### config.mk
export PLATFORM = sky130hd
export DESIGN_NAME = ccr_flag_unit
export DESIGN_NICKNAME = d
export VERILOG_FILES = /design/src/rtl/ccr_pkg.sv /design/src/rtl/flag_shadow_stack.sv /design/src/rtl/ccr_flag_unit.sv
export SDC_FILE = /design/constraint.sdc
export NUM_CORES = 1
export LEC_CHECK = 0
export ABC_AREA = 1
export CAP_MARGIN = 20
export CORE_MARGIN = 8
export CORE_UTILIZATION = 41
export DETAILED_ROUTE_END_ITERATION = 6
export PLACE_DENSITY_LB_ADDON = 0.3
export SLEW_MARGIN = 25
export SYNTH_ARGS = -nofsm -noshare
export SYNTH_HDL_FRONTEND = slang
export SYNTH_SLANG_ARGS = --single-unit
### constraint.sdc
create_clock -name clk -period 1.2 [get_ports clk]
set_input_delay 0.24 -clock clk [delete_from_list [all_inputs] [get_ports clk]]
set_output_delay 0.24 -clock clk [all_outputs]
set_load 0.02 [all_outputs]
### src/rtl/ccr_pkg.sv
// Shared flag-bit indices and branch-type encodings for the condition-code register.
package ccr_pkg;

    localparam int FLG_Z = 0;
    localparam int FLG_N = 1;
    localparam int FLG_C = 2;

    typedef enum logic [1:0] {
        BR_JMP = 2'b00,
        BR_JZ  = 2'b01,
        BR_JN  = 2'b10,
        BR_JC  = 2'b11
    } br_type_e;

endpackage

### src/rtl/flag_shadow_stack.sv
// LIFO of saved flag vectors for nested interrupts; top entry visible combinationally.
// One push or pop per enabled cycle; pop wins over push, and misuse sets a sticky error.
module flag_shadow_stack #(
    parameter  int DEPTH = 2,
    parameter  int W     = 4,
    localparam int CW    = $clog2(DEPTH + 1)
) (
    input  logic          clk,
    input  logic          reset_b,
    input  logic          en,
    input  logic          push,
    input  logic          pop,
    input  logic [W-1:0]  push_dat,
    output logic [W-1:0]  top_dat,
    output logic [CW-1:0] cnt,
    output logic          err
);

    logic [W-1:0]  r_mem [DEPTH];
    logic [CW-1:0] r_cnt;
    logic          r_err;
    logic          w_empty;
    logic          w_full;

    assign w_empty = (r_cnt == '0);
    assign w_full  = (r_cnt == CW'(DEPTH));
    assign cnt     = r_cnt;
    assign err     = r_err;

    always_comb begin
        top_dat = '0;
        for (int i = 0; i < DEPTH; i++) begin
            if (r_cnt == CW'(i + 1)) begin
                top_dat = r_mem[i];
            end
        end
    end

    always_ff @(posedge clk or negedge reset_b) begin
        if (!reset_b) begin
            r_cnt <= '0;
            r_err <= 1'b0;
            for (int i = 0; i < DEPTH; i++) begin
                r_mem[i] <= '0;
            end
        end else if (en) begin
            if (pop) begin
                // A push arriving with the pop is dropped and flagged.
                if (!w_empty) begin
                    r_cnt <= r_cnt - CW'(1);
                end
                if (w_empty || push) begin
                    r_err <= 1'b1;
                end
            end else if (push) begin
                if (!w_full) begin
                    for (int i = 0; i < DEPTH; i++) begin
                        if (r_cnt == CW'(i)) begin
                            r_mem[i] <= push_dat;
                        end
                    end
                    r_cnt <= r_cnt + CW'(1);
                end else begin
                    r_err <= 1'b1;
                end
            end
        end
    end

endmodule

### src/rtl/ccr_flag_unit.sv
// Condition-code register after the ALU: forwards flags, resolves branches, saves/restores on interrupts.
// br_taken is same-cycle; flags_q updates one cycle later; stall freezes all state.
// Optional CCR_BRANCH_CNT_EN adds a saturating 16-bit taken-branch counter on br_cnt.
module ccr_flag_unit
    import ccr_pkg::*;
#(
    parameter  int FLAG_W       = 4,
    parameter  int SHADOW_DEPTH = 2,
    localparam int CNT_W        = $clog2(SHADOW_DEPTH + 1)
) (
    input  logic              clk,
    input  logic              reset_b,
    input  logic [FLAG_W-1:0] alu_flags,
    input  logic              flags_we,
    input  logic              stall,
    input  logic              flush,
    input  logic              br_valid,
    input  logic [1:0]        br_type,
    input  logic              int_save,
    input  logic              rti_restore,
    output logic [FLAG_W-1:0] flags_q,
    output logic              br_taken,
    output logic [CNT_W-1:0]  stk_cnt,
    output logic              stk_err
`ifdef CCR_BRANCH_CNT_EN
    ,
    output logic [15:0]       br_cnt
`endif
);

    localparam logic [FLAG_W-1:0] FLG_MASK = FLAG_W'(3'b111);

    logic [FLAG_W-1:0] r_flags;
    logic [FLAG_W-1:0] w_eff;
    logic [FLAG_W-1:0] w_nxt;
    logic [FLAG_W-1:0] w_top;
    logic              w_hit;

    // Reserved bits never reach the architectural state.
    assign w_eff = ((flags_we && !flush) ? alu_flags : r_flags) & FLG_MASK;

    always_comb begin
        w_hit = 1'b0;
        w_nxt = w_eff;
        case (br_type_e'(br_type))
            BR_JMP:  w_hit = 1'b1;
            BR_JZ:   w_hit = w_eff[FLG_Z];
            BR_JN:   w_hit = w_eff[FLG_N];
            BR_JC:   w_hit = w_eff[FLG_C];
            default: w_hit = 1'b0;
        endcase
        br_taken = br_valid && !flush && w_hit;
        if (br_taken) begin
            case (br_type_e'(br_type))
                BR_JZ:   w_nxt[FLG_Z] = 1'b0;
                BR_JN:   w_nxt[FLG_N] = 1'b0;
                BR_JC:   w_nxt[FLG_C] = 1'b0;
                default: w_nxt = w_eff;
            endcase
        end
    end

    flag_shadow_stack #(
        .DEPTH (SHADOW_DEPTH),
        .W     (FLAG_W)
    ) u_stack (
        .clk      (clk),
        .reset_b  (reset_b),
        .en       (!stall),
        .push     (int_save),
        .pop      (rti_restore),
        .push_dat (w_nxt),
        .top_dat  (w_top),
        .cnt      (stk_cnt),
        .err      (stk_err)
    );

    always_ff @(posedge clk or negedge reset_b) begin
        if (!reset_b) begin
            r_flags <= '0;
        end else if (!stall) begin
            if (rti_restore && (stk_cnt != '0)) begin
                r_flags <= w_top;
            end else begin
                r_flags <= w_nxt;
            end
        end
    end

    assign flags_q = r_flags;

`ifdef CCR_BRANCH_CNT_EN
    logic [15:0] r_br_cnt;

    always_ff @(posedge clk or negedge reset_b) begin
        if (!reset_b) begin
            r_br_cnt <= '0;
        end else if (!stall && br_taken && (r_br_cnt != 16'hFFFF)) begin
            r_br_cnt <= r_br_cnt + 16'd1;
        end
    end

    assign br_cnt = r_br_cnt;
`endif

endmodule

### After elaboration in Yosys (flattened, before gate mapping)

Cells that the tools add are included.

| word-level totals | value |
|---|---|
| output and inout bits | 8 |
| register bits after elaboration | 15 |
| logic and storage cells | 50 |

| cells by class | value |
|---|---|
| eq/ne operators | 8 |
| bitwise gates (word level) | 3 |
| add/subtract/negate cells | 2 |
| reduce and logical (&&, ||, !) cells | 15 |
| mux-type cells | 17 |

Operators by type and width:

| cell | number |
|---|---|
| 4-bit two-way mux | 3 |
| 5-bit AND reduction | 2 |
| 2-bit two-way mux | 4 |
| 4-bit AND reduction | 2 |
| 1-bit two-way mux | 7 |
| 2-bit == test, second input constant | 3 |
| 3-bit two-way mux | 2 |
| 2-bit nonzero test | 3 |
| 2-bit by 1-bit == test with 1-bit output, second input constant | 2 |
| 1-bit logical AND | 4 |
| 2-bit zero test | 2 |
| 2-bit != test, second input constant | 2 |
| 1-bit one-hot mux with 4 select lines | 1 |
| 1-bit inverter | 3 |
| 2-bit by 1-bit adder with 2-bit output, second input constant | 1 |
| 2-bit by 1-bit != test with 1-bit output, second input constant | 1 |
| 2-bit by 1-bit subtractor with 2-bit output, second input constant | 1 |
| 1-bit zero test | 1 |
| 1-bit logical OR | 1 |

### Logic depth before layout (Yosys ltp)

| depth | value |
|---|---|
| depth after elaboration | 7 |
| depth in mapped cells | 11 |
| depth with buffers taken out | 11 |

### Cells and area by module

Synthesis repeated with hierarchy kept, for this count alone.

| unflattened totals | value |
|---|---|
| cells, all modules | 152 |
| area, all modules | 1,051.0 sq um |

Modules (own cells, without submodules):

| module | area each (sq um) | cells an instance | instances | seq. area each (sq um) |
|---|---|---|---|---|
| flag_shadow_stack | 636.9 | 83 | 1 | 275.3 |
| ccr_flag_unit | 414.1 | 69 | 1 | 100.1 |

### Least setup slack after synthesis

OpenSTA, ideal clock, no wires.

| timing | value |
|---|---|
| kind | reg-to-reg |
| start point | register u_stack.r_cnt[0] (netlist: u_stack.cnt[0]) |
| end point | register u_stack.r_mem[0] in the netlist's numbering |
| cell stages (with the launch flop) | 7 |
| slack | -239 ps |
| clock period less this slack | 1,439 ps |
| arrival | 1,313 ps |
| required time | 1,074 ps |
| cells stage by stage | dfrtp_1 -> inv_1 -> ha_1 -> nor2_1 -> nand3_1 -> nand2_1 -> o21ai_1 |

| on the way | value |
|---|---|
| longest elaborated chain between the ends | 3 |
| elaborated cells between the ends (all ways) | 4 |
| classes of those cells | eq/ne (2); bitwise (1); reduce/logical (1) |

Ends and longest elaborated chain:

| what | line | source |
|---|---|---|
| from (decl) | flag_shadow_stack.sv:20 | `logic [CW-1:0] r_cnt;` |
| from (signal assigned) | flag_shadow_stack.sv:50 | `r_cnt <= r_cnt - CW'(1);` |
| from (signal assigned) | flag_shadow_stack.sv:62 | `r_cnt <= r_cnt + CW'(1);` |
| 2-bit == test | flag_shadow_stack.sv:26 | `assign w_full = (r_cnt == CW'(DEPTH));` |
| 1-bit inverter (no line) | - |  |
| 5-bit AND reduction (no line) (*) | - |  |
| to (signal, indexed assignment) | flag_shadow_stack.sv:59 | `r_mem[i] <= push_dat;` |
| to (decl) | flag_shadow_stack.sv:19 | `logic [W-1:0] r_mem [DEPTH];` |

Every way passes the cells marked *; elsewhere a longest branch is shown, timed or not.
A chain may end at the register's enable or synchronous reset.

### Final worst setup path

| timing | value |
|---|---|
| start point | register r_flags[1] (netlist: flags_q[1]) |
| end point | output br_taken |

| on the way | value |
|---|---|
| longest elaborated chain between the ends | 3 |

Ends and longest elaborated chain:

| what | line | source |
|---|---|---|
| from (decl) | ccr_flag_unit.sv:33 | `logic [FLAG_W-1:0] r_flags;` |
| from (signal assigned) | ccr_flag_unit.sv:83 | `r_flags <= w_top;` |
| from (signal assigned) | ccr_flag_unit.sv:85 | `r_flags <= w_nxt;` |
| 3-bit two-way mux | ccr_flag_unit.sv:40 | `assign w_eff = ((flags_we && !flush) ? alu_flags : r_flags) & FLG_MASK;` |
| 1-bit one-hot mux with 4 select lines | ccr_flag_unit.sv:45 | `case (br_type_e'(br_type))` |
| 1-bit logical AND | ccr_flag_unit.sv:52 | `br_taken = br_valid && !flush && w_hit;` |
| to (decl) | ccr_flag_unit.sv:22 | `output logic br_taken,` |

No other way between the ends.

==> metrics.yaml <==
setup_path:
  r2r_setup_slack_ns: -0.20
  path_delay_family: "flip-flops"
  reg2reg_depth: 11
  crit_slowest_cell: "dfrtp_1"
  worstSetupEndpointType: "primary output"
  path_cells: "inv_2 -> nand2_4 -> nand3_4 -> a31oi_4 -> buf_6"
  critical_path_class: "register to primary output"
  crit_path_start_kind: "register"
  critical_path_buf_inv_count: 2
  r2r-start: "flags_q[1]"
  max_stage_delay_ns: 0.37
  worstPathArrival_ns: 1.18
  critPathMaxFanout: 2
  cp_data_required_time_ns: 0.96
  r2r-end: "flags_q[0]"
synthesis:
  synth_top_family_by_area: "simple AND/OR/NAND/NOR gates"
  synth.ff_latch_count: 12
  ys.flop_type: "dfrtp_1"
  ys_types: 20
  yosys.area_share.adder_pct: 4.93
  ys_warn_count: 0
  async_reset_ff_share_pct: 100
  synth_mux_area_share_pct: 0
  synth_compound_area_share_pct: 13.3
  synth_nets: 123
  synth_xor_area_share_pct: 2.30
  netlist_area_um2: 761
  synth-edff-count: 0
  synthSimpleGateAreaFrac_pct: 28.9
  synth_seq_area_share_pct: 39.5
  syn-instance-count: 106
  syn_area_per_cell_um2: 7.18
detailed_routing:
  wl_per_cell_um: 15.9
  via_count: 972
  wl_um: 2950
  drtPass1Iterations: 4
  drc: 0
  drt_iter0_markers: 32
  ant_nets: 0
  via_per_inst: 5.23
clock_tree:
  clock-sinks: 12
  ctsHtreeMaxLevel: 1
  clk_path_buf_depth: 2
  cts_inserted_buffers: 3
  clkLatencyLatePin_ns: 0.28
  cts-root-buf: "clkbuf_4"
  cts-hold-fix-buffers: 0
  cts_tree: "yes"
  cts.clk_slew.worst_paths_ns: 0.08
global_routing:
  antenna_found_initial: 0
  grt_pass1_vias: 1106
  grt_pass1_wl_um: 4780
  gr-total-overflow: 0
  grt_max_degree: 13
  track_usage_pct: 17.8
placed_design:
  dpl.hpwl_um: 1770
  place.gp.congestion: 0.843
  placed_area_um2: 1180
  io_buffers: 19
  post-place-ws_ns: -0.958
cells_and_area:
  layout-drive-gt1-share_pct: 57.8
  seqCellArea_um2: 304
  antennaDiodeCount: 0
  multiInputGateArea_um2: 627
  nFillCells: 96
  area_growth_pct: 101
  final_cell_area_um2: 1530
  nets: 179
power:
  power.leakage_uw: 0.000745
  power.density_nw_per_um2: 1890
  ir_drop_mv: 1.88
outcome:
  status: "finished, violations left"
  violations: "setup timing"
timing:
  period_share_pct: 118
  hold_viol: 0
  fin_worst_skew_ns: 0.00829
  rsz0062_at_grt: "true"
  max_freq_ghz: 0.706
  setup_viol: 15
  finalMaxSlewViolations: 0
  min_period_ns: 1.42
  setup_ws_ns: -0.217
die:
  io_pins: 22
  num_rows: 15
  fp.coreArea_um2: 1750
  die-area_um2: 3490
  die_w_um: 59.1
  initial_utilization_pct: 43.6
  die_h_um: 59.1
job:
  drv_cap: 0
hold_path:
  min-delay-path-class: "primary input to async pin"
[where the power goes]
group          total, uW  leakage [uW]  switching, uW  internal, uW
Combinational       1890      0.000586            950           940
Clock                272     0.0000150            143           129
Sequential           739      0.000144            153           586
[worst max-delay path by stage]
stage	from	end	slack, ns	depth (start not counted)
floorplan	u_stack.cnt[1]	flags_q[2]	-0.007	8
global placement	flush	br_taken	-0.91	8
detailed placement	flush	br_taken	-0.96	8
CTS	flags_q[1]	br_taken	-0.21	5
global route	flags_q[0]	br_taken	-0.28	5
finish	flags_q[1]	br_taken	-0.22	5
[registers in the layout, indices dropped and copies added (netlist names)]
register,cells
flags_q,3
u_stack.r_mem,6
u_stack.cnt,2
u_stack.err,1
[cells in the final DEF (no fill, tap or decap), types with 3 or more instances in the layout]
master / n
dlygate4sd2_1: 5
nor2_4: 4
nand2_4: 5
o21ai_1: 3
buf_6: 12
nand3_2: 5
a21oi_1: 5
nand2_1: 19
dfrtp_2: 3
o21ai_2: 4
buf_4: 28
dfrtp_1: 9
nand2_2: 10
inv_1: 12
ha_4: 3
inv_2: 4
clkdlybuf4s50_1: 5
clkbuf_4: 3
nand3_4: 5
[cells by family (layout without fill, tap and decap cells)]
kind of cell             count (synthesis)  in the layout
AO/OA/AOI/OAI                           18             18
buffers and inverters                   20             75
flip-flops                              12             12
AND/OR/NAND/NOR                         50             50
XOR/XNOR                                 2              2
adder cells (fa/ha/maj)                  3              3
other                                    1              1
[synth_stat cells, types with 2 or more instances]
cell type / count / area [um2]
nand3_2: 2 / 20.0
inv_1: 16 / 60.1
ha_1: 3 / 37.5
dfrtp_1: 12 / 300
o21ai_1: 7 / 35.0
nand3_1: 8 / 40.0
a21oi_1: 5 / 25.0
nand2_1: 30 / 113
nor2_1: 6 / 22.5
nand2_2: 4 / 25.0
a22oi_1: 3 / 22.5
inv_2: 2 / 7.51
[cell type report]
class                           count  share of cell area (%)
Clock buffer                        4                    1.72
Inverter                           18                    4.74
Tap cell                           25                    2.04
Timing Repair Buffer               53                    30.7
Sequential cell                    12                    19.9
Multi-Input combinational cell     74                    40.9
[metal layers]
metal	GRT usage (%)	wire length, um
met5	0	0
met4	16.7	254
met3	3.47	137
met2	33.6	1570
met1	14.9	987
[worst register-to-register path, stage by stage (launching register included)]
cell	delay, ns
dfrtp_1	0.37
inv_2	0.06
nand2_4	0.06
nand3_4	0.09
buf_4	0.15
buf_6	0.11
nand3_4	0.07
nand3_2	0.09
nand2_2	0.11
nand2_1	0.06
nand2_1	0.07
nand2_1	0.05
[through the flow]
| stage | total power (uW) | TNS [ns] | cells | utilization, % | hold slack, ns |
|---|---|---|---|---|---|
| floorplan | 1440 | -0.0135 | 106 | - | -0.0556 |
| global placement | 1930 | -6.16 | 167 | 67.6 | 0.447 |
| detailed placement | 1990 | -7.01 | 167 | 67.6 | 0.447 |
| CTS | 2690 | -1.29 | 185 | 83.5 | 0.258 |
| global route | 3060 | -2.76 | 186 | 87.7 | 0.262 |
| finish | 2900 | -1.84 | 186 | 87.7 | 0.254 |
[repair_timing]
item                       in CTS  in global routing
buffers inserted               16                  2
gates resized for setup        78                 20
pin swaps                      24                 10
setup endpoints to repair      18                 18
Power figures use the tool's default switching activity.
